===== src/rtl/queue_controller_param.sv =====
// queue_controller_param: circular operand queue with head/tail pointers, sticky error flags and a sequenced calc read-read-write
module queue_controller_param #(
  parameter int DEPTH = 8,
  parameter int AW = 3
) (
  input  logic          clk,
  input  logic          rst,
  input  logic          op_valid,
  input  logic [1:0]    opcode,
  output logic          op_ready,
  input  logic          err_clr,
  output logic          mem_wr_en,
  output logic [AW-1:0] mem_wr_addr,
  output logic          mem_rd_en,
  output logic [AW-1:0] mem_rd_addr,
  output logic          mem_rd_opb,
  output logic [AW-1:0] head,
  output logic [AW-1:0] tail,
  output logic [AW:0]   count,
  output logic          full,
  output logic          empty,
  output logic          err_overflow,
  output logic          err_underflow
);
  typedef enum logic [1:0] {IDLE, RD_A, RD_B, WB} state_t;
  localparam logic [AW:0] D = (AW+1)'(DEPTH);
  state_t state, state_n;
  logic [AW-1:0] b, w;
  logic acc, push_ok, pop_ok, calc_ok, ovf_set, unf_set;
  function automatic logic [AW-1:0] adv(input logic [AW-1:0] p, input logic [AW:0] n);
    logic [AW:0] s;
    s = {1'b0, p} + n;
    return (s >= D) ? AW'(s - D) : AW'(s);
  endfunction
  assign full = count == D;
  assign empty = count == '0;
  assign op_ready = state == IDLE;
  always_comb begin
    acc = op_valid && state == IDLE;
    push_ok = acc && opcode == 2'b00 && !full;
    pop_ok = acc && opcode == 2'b11 && !empty;
    calc_ok = acc && opcode == 2'b10 && count >= (AW+1)'(2);
    ovf_set = acc && opcode == 2'b00 && full;
    unf_set = acc && ((opcode == 2'b11 && empty) || (opcode == 2'b10 && count < (AW+1)'(2)));
    state_n = state == IDLE ? (calc_ok ? RD_A : IDLE) : state == RD_A ? RD_B : state == RD_B ? WB : IDLE;
  end
  always_ff @(posedge clk) begin
    if (rst) begin
      state <= IDLE;
      head <= '0;
      tail <= '0;
      count <= '0;
      b <= '0;
      w <= '0;
      mem_wr_en <= 1'b0;
      mem_wr_addr <= '0;
      mem_rd_en <= 1'b0;
      mem_rd_addr <= '0;
      mem_rd_opb <= 1'b0;
      err_overflow <= 1'b0;
      err_underflow <= 1'b0;
    end else begin
      state <= state_n;
      mem_wr_en <= push_ok || state == RD_B;
      mem_wr_addr <= push_ok ? tail : state == RD_B ? w : mem_wr_addr;
      mem_rd_en <= pop_ok || calc_ok || state == RD_A;
      mem_rd_addr <= (pop_ok || calc_ok) ? head : state == RD_A ? b : mem_rd_addr;
      mem_rd_opb <= state == RD_A;
      head <= pop_ok ? adv(head, (AW+1)'(1)) : calc_ok ? adv(head, (AW+1)'(2)) : head;
      tail <= (push_ok || calc_ok) ? adv(tail, (AW+1)'(1)) : tail;
      count <= push_ok ? count + 1'b1 : (pop_ok || calc_ok) ? count - 1'b1 : count;
      b <= calc_ok ? adv(head, (AW+1)'(1)) : b;
      w <= calc_ok ? tail : w;
      err_overflow <= ovf_set || (err_overflow && !err_clr);
      err_underflow <= unf_set || (err_underflow && !err_clr);
    end
  end
endmodule


===== config.mk =====
export PLATFORM = sky130hd
export DESIGN_NAME = queue_controller_param
export DESIGN_NICKNAME = d
export VERILOG_FILES = /design/src/rtl/queue_controller_param.sv
export SDC_FILE = /design/constraint.sdc
export NUM_CORES = 1
export LEC_CHECK = 0
export CAP_MARGIN = 20
export CORE_UTILIZATION = 50
export DETAILED_ROUTE_END_ITERATION = 12
export HOLD_SLACK_MARGIN = 0.08
export PLACE_DENSITY = 0.86
export SYNTH_ARGS = -nofsm -noshare
export SYNTH_HDL_FRONTEND = slang
export SYNTH_SLANG_ARGS = --single-unit

===== constraint.sdc =====
create_clock -name clk -period 2.89 [get_ports clk]
set_input_delay 0.578 -clock clk [delete_from_list [all_inputs] [get_ports clk]]
set_output_delay 0.578 -clock clk [all_outputs]
set_load 0.01 [all_outputs]

# Word level (Yosys, flattened, before mapping)

Index checks and enable logic that the tools add are counted.

Bits in registers: 29
Latch bits: 0
RAM bits: 0
ROM bits: 0
Bits of input ports: 6
Output and inout port bits: 24
Word-level logic and storage cells: 76
Memories: 0

Add/subtract/negate cells: 8
Multiply operators: 0
Div/mod/pow operators: 0
Order comparisons: 5
Equality and inequality tests: 5
Shift operators: 0
Mux-type cells: 15
Bitwise operators: 0
Reduce and logical (&&, ||, !) cells: 30

Operators by type and width:

| operator              | count |
|---|---|
| $mux W3               | 9 |
| $logic_and A1 B1 Y1   | 13 |
| $ge A4 B4 Y1 const B  | 3 |
| $sub A3 B1 Y3 const B | 3 |
| $add A3 B1 Y4 const B | 2 |
| $mux W4               | 2 |
| $reduce_bool A2 Y1    | 4 |
| $logic_or A1 B1 Y1    | 7 |
| $eq A2 B2 Y1 const B  | 3 |
| $mux W2               | 3 |
| $add A3 B2 Y4 const B | 1 |
| $add A4 B1 Y4 const B | 1 |
| $eq A4 B4 Y1 const B  | 1 |
| $ge A4 B2 Y1 const B  | 1 |
| $logic_not A2 Y1      | 2 |
| $logic_not A4 Y1      | 1 |
| $lt A4 B2 Y1 const B  | 1 |
| $sub A4 B1 Y4 const B | 1 |
| $logic_not A1 Y1      | 3 |
| $eq A2 B1 Y1 const B  | 1 |
| $mux W1               | 1 |

# Logic depth before layout (Yosys ltp)

Word-level depth: 7
Gate-level depth with buffers: 11
Mapped depth without buffers: 10

# Worst setup path after synthesis

Ideal clock, no wire load.

Path type: input -> register
From: input port opcode[1]
To: register count[3]
Library setup time: 122 ps
Data arrival time: 2228 ps
Required time: 2768 ps
Setup slack: 540 ps
Stages: 9
Buffers on the path: 1
Cell sequence: or2_1 > nor3_4 > inv_2 > buf_6 > ha_1 > a21oi_1 > nand2_1 > nor3b_1 > a311o_1

Longest elaborated chain between the ends: 5
Elaborated cells on any way between the ends: 12
Classes of those cells: 2 x eq/ne; 1 x mux; 9 x reduce/logical

RTL lines:

| what                                                | RTL line | source |
|---|---|---|
| start: declaration                                  | 9        | `input logic [1:0] opcode,` |
| $eq A2 B2 Y1 (on tied branches)                     | 41, 42   |  |
| $logic_and A1 B1 Y1 (on tied branches) (2 in a row) | 41, 42   |  |
| $logic_or A1 B1 Y1                                  | 71       | `count <= push_ok ? count + 1'b1 : (pop_ok \|\| calc_ok) ? count - 1'b1 : count;` |
| $reduce_bool A2 Y1 (no line)                        | -        |  |
| end signal: assignment                              | 71       |  |
| end: declaration                                    | 19       | `output logic [AW:0] count,` |

Parallel ways exist; a longest one is shown, timed or not.
A chain may end at the register's enable or synchronous reset.

# Worst setup path after layout

Same ends and word-level chain as after synthesis.

==> key figures <==
Timing
  • Final clock skew: 6.50 ps
  • Max Fclk: 0.403 GHz
  • Period Utilization, post-route: 85.8%
  • Final slew viol count: 0
  • Fin. Hold Viols: 0
  • Max_slew headroom: 68.4%
  • Measured slew at the worst slew-check pin: 472 ps
  • Tmin final: 2480 ps
  • Finish-stage setup viols: 0
  • RSZ-0062 raised after global routing: no
  • Setup_tns: 0 ps

Logic synthesis
  • Dominant register cell in the synthesized netlist: dfxtp_1
  • Cell area after synthesis: 1440 um^2
  • Post-Syn Instances: 143
  • Ys Warns: 0
  • Area leader, netlist: dfxtp_1
  • Synth top area cells: dfxtp_1, mux2i_1, nor2_1, ha_1, a211oi_2
  • Cell variety after synth: 41
  • Top-count cell post-synth: dfxtp_1
  • Synthesized flop and latch total: 29
  • Post-Syn Nets: 157
  • Post-synth EDFFs: 0
  • Syn avg cell area: 10.0 um^2
  • Synth top area share: 40.5%
  • Post-synthesis sequential area ratio: 40.5%
  • Async S/R FF share, synth: 0%
  • Most frequent cells after synthesis: dfxtp_1, nor2_1, mux2i_1

GRT
  • Largest net degree at the start of global routing: 15
  • Grt ovf: 0
  • Vias in the first global route: 1181
  • Antenna violations before repair: 0
  • First-pass GRT wire length: 5110 um
  • GR Util All Layers: 21.7%

Place
  • Routability cong.: 0.832
  • Port Buffers: 29
  • Placed cells: 203
  • Detailed placement HPWL: 2260 um

Drt
  • DRC: 0
  • Drt pass-1 iters: 4
  • DRT Wirelength: 3060 um
  • Vias/cell: 5.75
  • Routed vias: 1208
  • ANT nets after route: 0
  • Detailed-route wire length per cell: 14.6 um
  • 1st-iter DRT viols: 35

Setup path
  • CP Launch Type: input pin
  • Critical path class: in2reg
  • Critical path cell sequence: clkdlybuf4s50_1 -> or2_1 -> nor3_4 -> inv_2 -> ha_1 -> a21oi_1 -> nand2_1 -> nor3b_1 -> a311o_1
  • Max stage delay cell, worst path: clkdlybuf4s50_1
  • Critical path peak fanout: 4
  • Crit path largest cell delay: 470 ps
  • Largest delay share family, worst path: simple AND/OR/NAND/NOR gates
  • Critical Path End Type: register
  • Worst path bufs/invs: 2
  • Worst path arrival time: 2690 ps
  • Data required, critical path: 3100 ps

Die
  • CORE AREA: 2730 um^2
  • Ports: 30
  • DIE AREA: 3090 um^2
  • Die H: 55.6 um
  • Rows: 19
  • Die Wd: 55.6 um
  • Initial Util: 52.5%

Power
  • Internal: 0.748 mW
  • PwrDens: 602 nW/um^2
  • Clock power frac: 22.3%
  • Sequential power share: 44.8%
  • Leak Pwr: 0.665 nW
  • Sw power: 0.354 mW
  • Logic pwr share: 32.9%
  • Maximum resistive drop on vdd: 0.000413 V
  • Sw Share: 32.1%

Clock tree
  • CTS tree: yes
  • Worst-Skew Late Latency: 320 ps
  • Post-CTS sizing: 0
  • CTS sink count: 29
  • Post-CTS Setup Inserts: 0
  • CTS H-tree lvls: 2
  • Root Buffer: clkbuf_4
  • Clock transition at path regs: 80 ps
  • Hold-fix buffers at CTS: 0
  • Number of CTS-inserted buffers: 5
  • CTS Buffer Depth: 2

Status
  • Result of the run: finished clean

Run
  • Number of max-cap violations: 0

Finish
  • N_diodes: 0
  • Sequential cell area: 581 um^2
  • Nets: 193
  • Area delta synth->final: 27.6%
  • Area of the multi-input gates: 795 um^2
  • Post-Layout Cell Count: 210
  • Fill cell count: 215
  • Layout cells sized above 1: 14.0%

Worst hold path
  • Worst min path class: reg2reg
cells in the final DEF (no fill, tap or decap), types with 2 or more instances in the layout:
master / n
dfxtp_1: 29
clkdlybuf4s50_1: 29
nor2_1: 25
mux2i_1: 11
ha_1: 7
buf_4: 7
a211oi_1: 6
a21oi_1: 5
nor2b_1: 5
clkbuf_4: 5
inv_1: 4
a211oi_2: 4
xnor2_1: 4
nor3_1: 3
nand3_1: 3
nand2_1: 2
nand2b_1: 2
mux2_1: 2
nor3b_1: 2
stage by stage:
step / worst slack (ps) / hold slack, ps / instance area [um^2] / util [%] / power (mW)
global placement: 203 / 472 / 1780 / 64.9 / 0.844
floorplan: 540 / 460 / 1440 / - / 0.705
global route: 305 / 564 / 1830 / 67.0 / 1.17
detailed placement: 110 / 489 / 1780 / 64.9 / 0.861
CTS: 438 / 513 / 1830 / 67.0 / 1.10
finish: 411 / 508 / 1830 / 67.0 / 1.10
registers in the layout, summed over array words and instances, names as in the netlist, 2 cells and up:
register     cells
w                3
tail             3
head             3
mem_wr_addr      3
count            4
state            2
mem_rd_addr      3
b                3
cell type report:
type	instances	share of cell area [%]
clock buffers	7	3.01
repair buffers	36	18.7
multi-input cells	102	43.4
inverters	5	1.03
well taps	31	2.12
flip-flops and latches	29	31.7
power groups by stage:
stage / registers [mW] / clock network [mW] / logic, mW
5_1_grt: 0.501 / 0.275 / 0.393
3_3_place_gp: 0.499 / 0 / 0.345
4_1_cts: 0.494 / 0.247 / 0.362
2_1_floorplan: 0.508 / 0 / 0.197
3_5_place_dp: 0.502 / 0 / 0.359
6_report: 0.493 / 0.246 / 0.363
worst reg2reg max path, cell delays in order, from the launching register on:
cell,delay (ps)
dfxtp_1,330
inv_1,80
ha_1,300
nand2_1,170
nor3_4,210
inv_2,80
ha_1,320
a21oi_1,200
nand2_1,110
nor3b_1,150
a311o_1,310
worst paths after layout:
check	cells past startpoint	slack [ps]	endpoint	startpoint
worst max-delay path	9	410	count[3]	opcode[1]
worst min-delay path	2	510	w[1]	w[1]
worst max register to register	10	520	count[3]	state[0]
worst min register to register	2	510	w[1]	w[1]
layer usage:
layer | wire, um | GRT usage (%) | up-vias | part of all wire, %
met1 | 1300 | 23.7 | 574 | 42
met3 | 187 | 7.44 | 13 | 6.1
met5 | 0 | 0 | - | 0
met2 | 1490 | 37.5 | 46 | 49
li1 | - | - | 575 | -
met4 | 85 | 10.7 | 0 | 2.8
cells by family (layout without fill, tap and decap cells):
| kind of cell | after synthesis | after routing | synth area share (%) |
|---|---|---|---|
| multiplexers | 13 | 13 | 9.24 |
| XOR/XNOR | 5 | 5 | 3.05 |
| buffers and inverters | 12 | 48 | 4.18 |
| AND/OR/NAND/NOR | 51 | 51 | 19.4 |
| flip-flops | 29 | 29 | 40.5 |
| adder cells (fa/ha/maj) | 8 | 8 | 7.50 |
| AO/OA/AOI/OAI | 25 | 25 | 16.1 |
Power figures use the tool's default switching activity.
